[src/rtl/ctrl_pipe_chain.sv]
// ctrl_pipe_chain
//   Carries a packed control word through STAGES pipeline registers
//   (stage 0 youngest, fed from Decode). Each stage can be stalled (hold)
//   or flushed (clear to NOP) independently. A bubble is inserted
//   automatically behind a stage that holds. A saturating counter reports
//   how many cycles inserted at least one bubble.
//
// Ports
//   clk           : clock, rising edge
//   reset         : synchronous, active-high
//   in_data_i     : control word from Decode
//   in_valid_i    : in_data_i is a real instruction
//   stall_i[i]    : hold stage i
//   flush_i[i]    : clear stage i to NOP (beats stall)
//   cnt_clr_i     : synchronous clear of the bubble counter
//   stage_data_o  : stage i at [i*WIDTH +: WIDTH]
//   stage_valid_o : valid bit per stage
//   bubble_cnt_o  : saturating count of bubble-inserting cycles

module ctrl_pipe_chain #(
    parameter int               STAGES  = 3,
    parameter int               WIDTH   = 10,
    parameter logic [WIDTH-1:0] NOP_VAL = '0,
    parameter int               CNT_W   = 16
) (
    input  logic                      clk,
    input  logic                      reset,
    input  logic [WIDTH-1:0]          in_data_i,
    input  logic                      in_valid_i,
    input  logic [STAGES-1:0]         stall_i,
    input  logic [STAGES-1:0]         flush_i,
    input  logic                      cnt_clr_i,
    output logic [STAGES*WIDTH-1:0]   stage_data_o,
    output logic [STAGES-1:0]         stage_valid_o,
    output logic [CNT_W-1:0]          bubble_cnt_o
);

    logic [STAGES-1:0][WIDTH-1:0] data_q;
    logic [STAGES-1:0]            vld_q;
    logic [STAGES-1:0]            bubble;

    // A stage only really holds its word when it is stalled and not
    // flushed; a flushed stage lets its old word move on, so the stage
    // behind it loads that word rather than taking a bubble.
    logic [STAGES-1:0]            hold;
    assign hold = stall_i & ~flush_i;

    for (genvar g = 0; g < STAGES; g++) begin : g_stage
        logic [WIDTH-1:0] up_data;
        logic             up_vld;
        logic             up_hold;
        logic [WIDTH-1:0] d_d, d_q;
        logic             v_d, v_q;
        logic             bub;

        if (g == 0) begin : g_head
            assign up_hold = 1'b0;
            assign up_data = in_valid_i ? in_data_i : NOP_VAL;
            assign up_vld  = in_valid_i;
        end else begin : g_body
            assign up_hold = hold[g-1];
            assign up_data = data_q[g-1];
            assign up_vld  = vld_q[g-1];
        end

        always_comb begin
            d_d = d_q;
            v_d = v_q;
            bub = 1'b0;
            if (flush_i[g]) begin
                d_d = NOP_VAL;
                v_d = 1'b0;
            end else if (stall_i[g]) begin
                d_d = d_q;
                v_d = v_q;
            end else if (up_hold) begin
                d_d = NOP_VAL;
                v_d = 1'b0;
                bub = 1'b1;
            end else begin
                d_d = up_data;
                v_d = up_vld;
            end
        end

        always_ff @(posedge clk) begin
            if (reset) begin
                d_q <= NOP_VAL;
                v_q <= 1'b0;
            end else begin
                d_q <= d_d;
                v_q <= v_d;
            end
        end

        assign data_q[g]                          = d_q;
        assign vld_q[g]                           = v_q;
        assign bubble[g]                          = bub;
        assign stage_data_o[g*WIDTH +: WIDTH]     = d_q;
        assign stage_valid_o[g]                   = v_q;
    end

    logic [CNT_W-1:0] cnt_d, cnt_q;

    always_comb begin
        cnt_d = cnt_q;
        if (cnt_clr_i) begin
            cnt_d = '0;
        end else if (|bubble && (cnt_q != {CNT_W{1'b1}})) begin
            cnt_d = cnt_q + 1'b1;
        end
    end

    always_ff @(posedge clk) begin
        if (reset) cnt_q <= '0;
        else       cnt_q <= cnt_d;
    end

    assign bubble_cnt_o = cnt_q;

endmodule

[config.mk]
export PLATFORM = sky130hd
export DESIGN_NAME = ctrl_pipe_chain
export DESIGN_NICKNAME = d
export VERILOG_FILES = /design/src/rtl/ctrl_pipe_chain.sv
export SDC_FILE = /design/constraint.sdc
export NUM_CORES = 1
export LEC_CHECK = 0
export CAP_MARGIN = 20
export CORE_MARGIN = 8
export CORE_UTILIZATION = 45
export CTS_CLUSTER_DIAMETER = 40
export DETAILED_ROUTE_END_ITERATION = 16
export PLACE_DENSITY = 0.78
export SYNTH_ARGS = -nofsm -noshare
export SYNTH_HDL_FRONTEND = slang
export SYNTH_SLANG_ARGS = --single-unit
[constraint.sdc]
create_clock -name clk -period 2.1 [get_ports clk]
set_clock_uncertainty 0.2 [all_clocks]
set_input_delay 0.21 -clock clk [delete_from_list [all_inputs] [get_ports clk]]
set_output_delay 0.21 -clock clk [all_outputs]
set_load 0.005 [all_outputs]
==> out/results.txt, run 1 <==
status: finished, final reports clean
Hold Path Origin: stall_i[0]
final hold violation count: 0
syn_area_per_cell: 9.02 um2
synth warn: 0
Synth Cell Area: 2020 um2
Routed WL: 5850 um
Seq/Total Area, Yosys: 48.6%
reg2reg end: bubble_cnt_o[8]
GRT Total Usage: 16.6%
ANT cells: 0
EDFF count, synth: 0
final-layout fill cell count: 352
Int Pwr: 1.25 mW
die area: 6890 um2
post-synthesis register bit count: 49
WL per Instance: 16.4 um
Final #Nets: 325
# port buffers: 68
worst slack, placed: -0.391 ns
Synth area leaders: dfxtp_1, a22oi_1, nor2_1
dominant cell type by area after synthesis: dfxtp_1
Yosys top cell area share: 48.6%
Final Max Tran Viols: 0
Reg clk slew, reported paths: 0.09 ns
synth unique cells: 34
most common library cells after synthesis: dfxtp_1, nor2_1, a22oi_1
count leader, synth: dfxtp_1
Root Driver: clkbuf_8
first-pass GRT wire length: 9820 um
Die H: 83.0 um
Final HPWL DP: 4320 um
# clock sinks: 49
via count: 2047
Sw Pwr: 421 uW
Initial DRC Count: 165
WS Path Type: input port to register
PD cells: 559 nW/um2
CP max stage cell: or4b_4
critical path endpoint category: register
Worst path max stage delay: 0.59 ns
Hold Crit Depth: 4
die width: 83.0 um
largest net degree at the start of global routing: 18
CORE AREA: 4350 um2
final setup vio count: 0
Synth async-reset ratio: 0%
minimum clock period: 2.07 ns
Clock Latency Late Sink: 0.31 ns
CP cell instances: clkdlybuf4s50_1, or4b_4, a211o_1, or4_1, a21oi_1
Initial Utilization: 46.4%
Leak: 1.00 nW
critical path peak fanout: 5
Post-Syn Nets: 245
Final Util: 68.6%
Comb pwr share: 8.6%
Synth Instances: 224
Main synth FF type: dfxtp_1
worst r2r src: bubble_cnt_o[0]
clock power share: 35.2%
Post-CTS Hold Buffers: 0
maximum VDD drop: 0.000320 V
RSZ-0062 raised after global routing: false
vias in the first global route: 1911
DR DRC count: 0
CP arrival: 2.12 ns
PnR worst setup slack: 0.0302 ns
CTS tree: built
Slew headroom: 46.5%
switch share: 25.2%
# rows: 24
Vias/cell: 5.73
Req. time, crit path: 2.15 ns
final antenna-violating net count: 0
cts bufs inserted: 5
P&R area growth vs syn: 48.0%
GPL Wtd Cong: 0.830
fin crit share: 98.6%
drt pass-1 iters: 4
grt total ovfl: 0
Clock Path Buffers: 2
Hold EP: g_stage[0].v_q
num ports: 69
H-tree depth: 2
Worst Max-Slew Pin Slew: 0.803 ns
fmax: 483 MHz
max_cap viols: 0
path depth of the worst reg2reg path: 5
Seq pwr share: 56.2%
worst min-delay path class: input port to register
CP Launch Type: input port
R2R setup slack: 0.08 ns
layout cell share with drive strength beyond 1: 13.1%
initial antenna violation count: 0
==> final cells by class <==
| type | instances | area [um2] | share of cell area, % |
|---|---|---|---|
| multi-input combinational | 152 | 973 | 32.6 |
| tap | 52 | 65.1 | 2.18 |
| timing repair buffer | 89 | 848 | 28.4 |
| clock buffer | 5 | 68.8 | 2.30 |
| sequential | 49 | 981 | 32.8 |
| inverter | 7 | 26.3 | 0.879 |
| clock inverter | 3 | 25.0 | 0.838 |
==> metrics by stage <==
stage / instances / hold slack [ns] / setup TNS (ns) / power, mW / cell area [um2]
floorplan: 224 / 0.154 / 0 / 1.02 / 2020
global placement: 347 / 0.271 / -3.75 / 1.10 / 2830
detailed placement: 347 / 0.290 / -4.67 / 1.10 / 2830
CTS: 356 / 0.307 / -0.0194 / 1.67 / 2940
global route: 357 / 0.276 / 0 / 1.73 / 2990
finish: 357 / 0.258 / 0 / 1.67 / 2990
==> cells in the final DEF (no fill, tap or decap), drive strengths merged <==
master         count
nand2              9
dfxtp             49
nor4               6
a22oi             32
dlymetal6s2s       4
buf               21
clkdlybuf4s50     64
mux2i              5
inv                9
or4b               2
a31oi              2
or3                8
or4                4
ha                 1
a211oi             1
nor3               3
and2               1
or2                4
o31ai              5
nand3              3
nand3b             1
a311oi             1
nor2              37
a211o              1
clkbuf             5
nor4b              3
clkinvlp           1
nand4              5
a21oi             10
a2111oi            1
o41ai              1
o21ai              4
o311ai             1
nor2b              1
==> how the worst max path moves through the flow <==
stage | startpoint | end | slack [ns] | cells past startpoint
final | flush_i[2] | bubble_cnt_o[8] | 0.03 | 5
after global routing | flush_i[2] | bubble_cnt_o[8] | 0.006 | 5
after CTS | stall_i[1] | bubble_cnt_o[8] | -0.02 | 5
after detailed placement | stall_i[1] | bubble_cnt_o[8] | -0.39 | 5
after global placement | stall_i[1] | bubble_cnt_o[14] | -0.34 | 6
after floorplan | bubble_cnt_o[0] | bubble_cnt_o[11] | 0.11 | 6
==> sequential cells by signal (all words and copies together), names as in the netlist <==
signal        count
g_stage.d_q      30
bubble_cnt_o     16
g_stage.v_q       3
==> worst max-delay path: cells and delay by family <==
family                 cells  cell delay, ns
AO/OA/AOI/OAI              2            0.48
AND/OR/NAND/NOR            2            1.00
buffers and inverters      1            0.43
==> power by group through the flow <==
| stage | clock network (mW) | registers (mW) | logic, mW |
|---|---|---|---|
| CTS | 0.596 | 0.940 | 0.139 |
| detailed placement | 0 | 0.961 | 0.137 |
| global route | 0.636 | 0.941 | 0.154 |
| global placement | 0 | 0.961 | 0.137 |
| floorplan | 0 | 0.961 | 0.0593 |
| finish | 0.588 | 0.940 | 0.143 |
==> routing by layer <==
layer	part of all wire, %	vias to the layer above	GRT usage, %
met4	0.84	0	4.95
li1	-	996	-
met5	0	-	0
met1	45	971	20.8
met2	47	74	26.2
met3	6.9	6	5.47
==> logic make-up (layout without fill, tap and decap cells) <==
kind of cell / count (synthesis) / count (layout) / share of synthesized area [%]
AO/OA/AOI/OAI: 59 / 59 / 20.7
buffers and inverters: 23 / 104 / 5.20
AND/OR/NAND/NOR: 87 / 87 / 22.4
adder cells (fa/ha/maj): 1 / 1 / 0.619
flip-flops: 49 / 49 / 48.6
multiplexers: 5 / 5 / 2.48
==> repair_timing <==
item | 4_1_cts | 5_1_grt
endpoints found under the setup margin | 7 | 14
buffers inserted | 1 | 1
pin swaps | 0 | 4
gates resized for setup | 3 | 7
(Power assumes the default switching activity.)
==> run 2, diff against run 1 <==
--- a/config.mk
+++ b/config.mk
@@ -6,9 +6,9 @@
 export NUM_CORES = 1
 export LEC_CHECK = 0
 export CAP_MARGIN = 20
-export CORE_MARGIN = 8
 export CORE_UTILIZATION = 45
 export CTS_CLUSTER_DIAMETER = 40
+export CTS_CLUSTER_SIZE = 10
 export DETAILED_ROUTE_END_ITERATION = 16
 export PLACE_DENSITY = 0.78
 export SYNTH_ARGS = -nofsm -noshare
==> run 2 against run 1 <==
  * The flow now finishes with violations (setup timing)
  * Critical path depth did not move
  * Global-route usage rose by 7.9 points
  * Clock power rose by 19%
  * Final cell count did not move
  * Sequential share of layout area fell by 0.75 points
  * Die area fell by 31%
  * Highest routed layer unchanged
  * Maximum frequency fell by 3.9%
  * Combinational power barely moved
  * Routed wire length fell by 2.8%
  * Flip-flop and latch count did not move
==> out/results.txt, run 2 (synthesized netlist as in run 1, its figures left out) <==
Hold EP: g_stage[0].v_q
status: complete, but fails checks
reg2reg end: bubble_cnt_o[8]
# clock sinks: 49 (unchanged)
Slew headroom: 41.9% (-4.6 points)
drt pass-1 iters: 4 (unchanged)
Clock Latency Late Sink: 0.29 ns (-0.02 ns)
largest net degree at the start of global routing: 16 (-2)
die area: 4760 um2 (-31%)
final setup vio count: 1 (+1)
final-layout fill cell count: 310 (-12%)
final hold violation count: 0 (unchanged)
Initial Utilization: 48.7% (+2.4 points)
CP Launch Type: input port
H-tree depth: 2 (unchanged)
Clock Path Buffers: 2 (unchanged)
Routed WL: 5690 um (-2.8%)
Seq pwr share: 52.8% (-3.4 points)
first-pass GRT wire length: 8660 um (-12%)
Final HPWL DP: 3940 um (-9.0%)
path depth of the worst reg2reg path: 6 (+1)
DR DRC count: 0 (unchanged)
WL per Instance: 15.9 um (-2.8%)
cts bufs inserted: 5 (unchanged)
via count: 2046 (-0.049%)
Total Negative Setup Slacks: -0.0546 ns (-0.0546 ns)
die width: 69.0 um (-17%)
fmax: 464 MHz (-3.9%)
Hold Path Origin: stall_i[0]
CP arrival: 2.18 ns (+0.06 ns)
maximum VDD drop: 0.000451 V (+41%)
Final #Nets: 327 (+0.62%)
CORE AREA: 4140 um2 (-4.8%)
max_cap viols: 0 (unchanged)
initial antenna violation count: 0 (unchanged)
most frequent cells in the layout: clkdlybuf4s50_1, dfxtp_1, nor2_1, a22oi_1, buf_4
Worst path max stage delay: 0.53 ns (-0.06 ns)
most common cell after layout, fill and taps aside: clkdlybuf4s50_1
# port buffers: 68 (unchanged)
Sw Pwr: 389 uW (-7.6%)
num ports: 69 (unchanged)
CP max stage cell: or4b_4
PnR worst setup slack: -0.0546 ns (-0.0848 ns)
Req. time, crit path: 2.12 ns (-0.03 ns)
Largest Register: g_stage.d_q
# rows: 23 (-4.2%)
layout cell share with drive strength beyond 1: 15.0% (+1.9 points)
Vias/cell: 5.73 (about the same)
Reg clk slew, reported paths: 0.09 ns (about the same)
WS Path Type: input port to register
final instance area: 3060 um2 (+2.3%)
final antenna-violating net count: 0 (unchanged)
max FFs per register: 30 (unchanged)
Leak: 1.06 nW (+5.8%)
Worst Max-Slew Pin Slew: 0.872 ns (+0.0690 ns)
switch share: 21.9% (-3.3 points)
PD cells: 582 nW/um2 (+4.1%)
Final Max Tran Viols: 0 (unchanged)
Hold Crit Depth: 4 (unchanged)
Comb pwr share: 7.9% (-0.7 points)
Initial DRC Count: 206 (+25%)
GRT Total Usage: 24.4% (+7.9 points)
CTS tree: built
Post-CTS Hold Buffers: 0 (unchanged)
ANT cells: 0 (unchanged)
critical path endpoint category: register
failing checks: setup timing
worst min-delay path class: input port to register
CP top delay family: simple AND/OR/NAND/NOR gates
CP cell instances: clkdlybuf4s50_1, or4b_4, a211o_1, or4_4, a21oi_2
Placed Instance Area: 2840 um2 (+0.44%)
minimum clock period: 2.15 ns (+0.0848 ns)
grt total ovfl: 0 (unchanged)
Root Driver: clkbuf_8
Bufs and invs on worst path: 1 (unchanged)
R2R setup slack: 0.01 ns (-0.07 ns)
GPL Wtd Cong: 0.835 (+0.60%)
clock power share: 39.3% (+4.1 points)
Int Pwr: 1.39 mW (+11%)
P&R area growth vs syn: 51.4%
critical path peak fanout: 4 (-1)
vias in the first global route: 1791 (-6.3%)
worst r2r src: bubble_cnt_o[0]
fin crit share: 103% (+4.0 points)
Die H: 69.0 um (-17%)
-- run 2: changes by cell type in the layout (fill, tap and decap cells not counted), sizes merged --
cell           previous run  this run
buf                      21        23
bufinv                    0         1
clkdlybuf4s50            64        63
clkbuf                    5         6
inv                       9         7
dlymetal6s2s              4         5
-- run 2: layout make-up --
| cell class | instances | area, um2 | share of cell area (%) |
|---|---|---|---|
| multi-input combinational | 152 | 1000 | 32.8 |
| sequential | 49 | 981 | 32.1 |
| timing repair buffer | 91 | 866 | 28.3 |
| clock buffer | 6 | 82.6 | 2.70 |
| tap | 50 | 62.6 | 2.05 |
| clock inverter | 2 | 37.5 | 1.23 |
| inverter | 7 | 26.3 | 0.859 |
-- run 2: worst max path at each step --
stage                    startpoint          endpoint  slack, ns  cells past startpoint
detailed placement       flush_i[1]  bubble_cnt_o[10]      -0.37                      5
global placement         flush_i[1]  bubble_cnt_o[14]      -0.32                      6
CTS                      stall_i[1]  bubble_cnt_o[14]      0.009                      6
finish                   stall_i[2]   bubble_cnt_o[8]      -0.05                      5
global route             stall_i[2]   bubble_cnt_o[8]      -0.07                      5
floorplan           bubble_cnt_o[0]  bubble_cnt_o[11]       0.11                      6
-- run 2: layer usage --
metal  vias up  global-route usage (%)  wire length, um
li1        994                       -                -
met1       973                    33.9             2610
met2        71                    36.9             2680
met3         8                    6.09              319
met4         0                    7.65               78
met5         -                       0                0
-- run 2: worst min-delay path, delay by kind of cell --
kind / cells / cell delay [ns]
AOI/OAI and AO/OA: 1 / 0.09
buffers and inverters: 2 / 0.36
and+or+nand+nor: 1 / 0.08
-- run 2: power groups by stage --
stage,clock network [mW],registers [mW],logic [mW]
detailed placement,0,0.961,0.134
CTS,0.707,0.940,0.137
finish,0.700,0.940,0.140
global placement,0,0.961,0.132
floorplan,0,0.961,0.0593
global route,0.754,0.941,0.152
-- run 2: timing repair --
item,CTS,global route
endpoints found under the setup margin,10,13
resized for setup,5,12
pin swaps,0,3
buffers inserted,0,2
-- run 2: stage by stage --
step | power, mW | hold WS (ns) | worst slack [ns] | cells | utilization [%]
6_report | 1.78 | 0.270 | -0.0546 | 357 | 73.8
4_1_cts | 1.78 | 0.296 | 0.00912 | 355 | 72.0
2_1_floorplan | 1.02 | 0.154 | 0.106 | 224 | -
3_3_place_gp | 1.09 | 0.277 | -0.317 | 347 | 68.6
3_5_place_dp | 1.10 | 0.284 | -0.373 | 347 | 68.6
5_1_grt | 1.85 | 0.278 | -0.0692 | 357 | 73.8
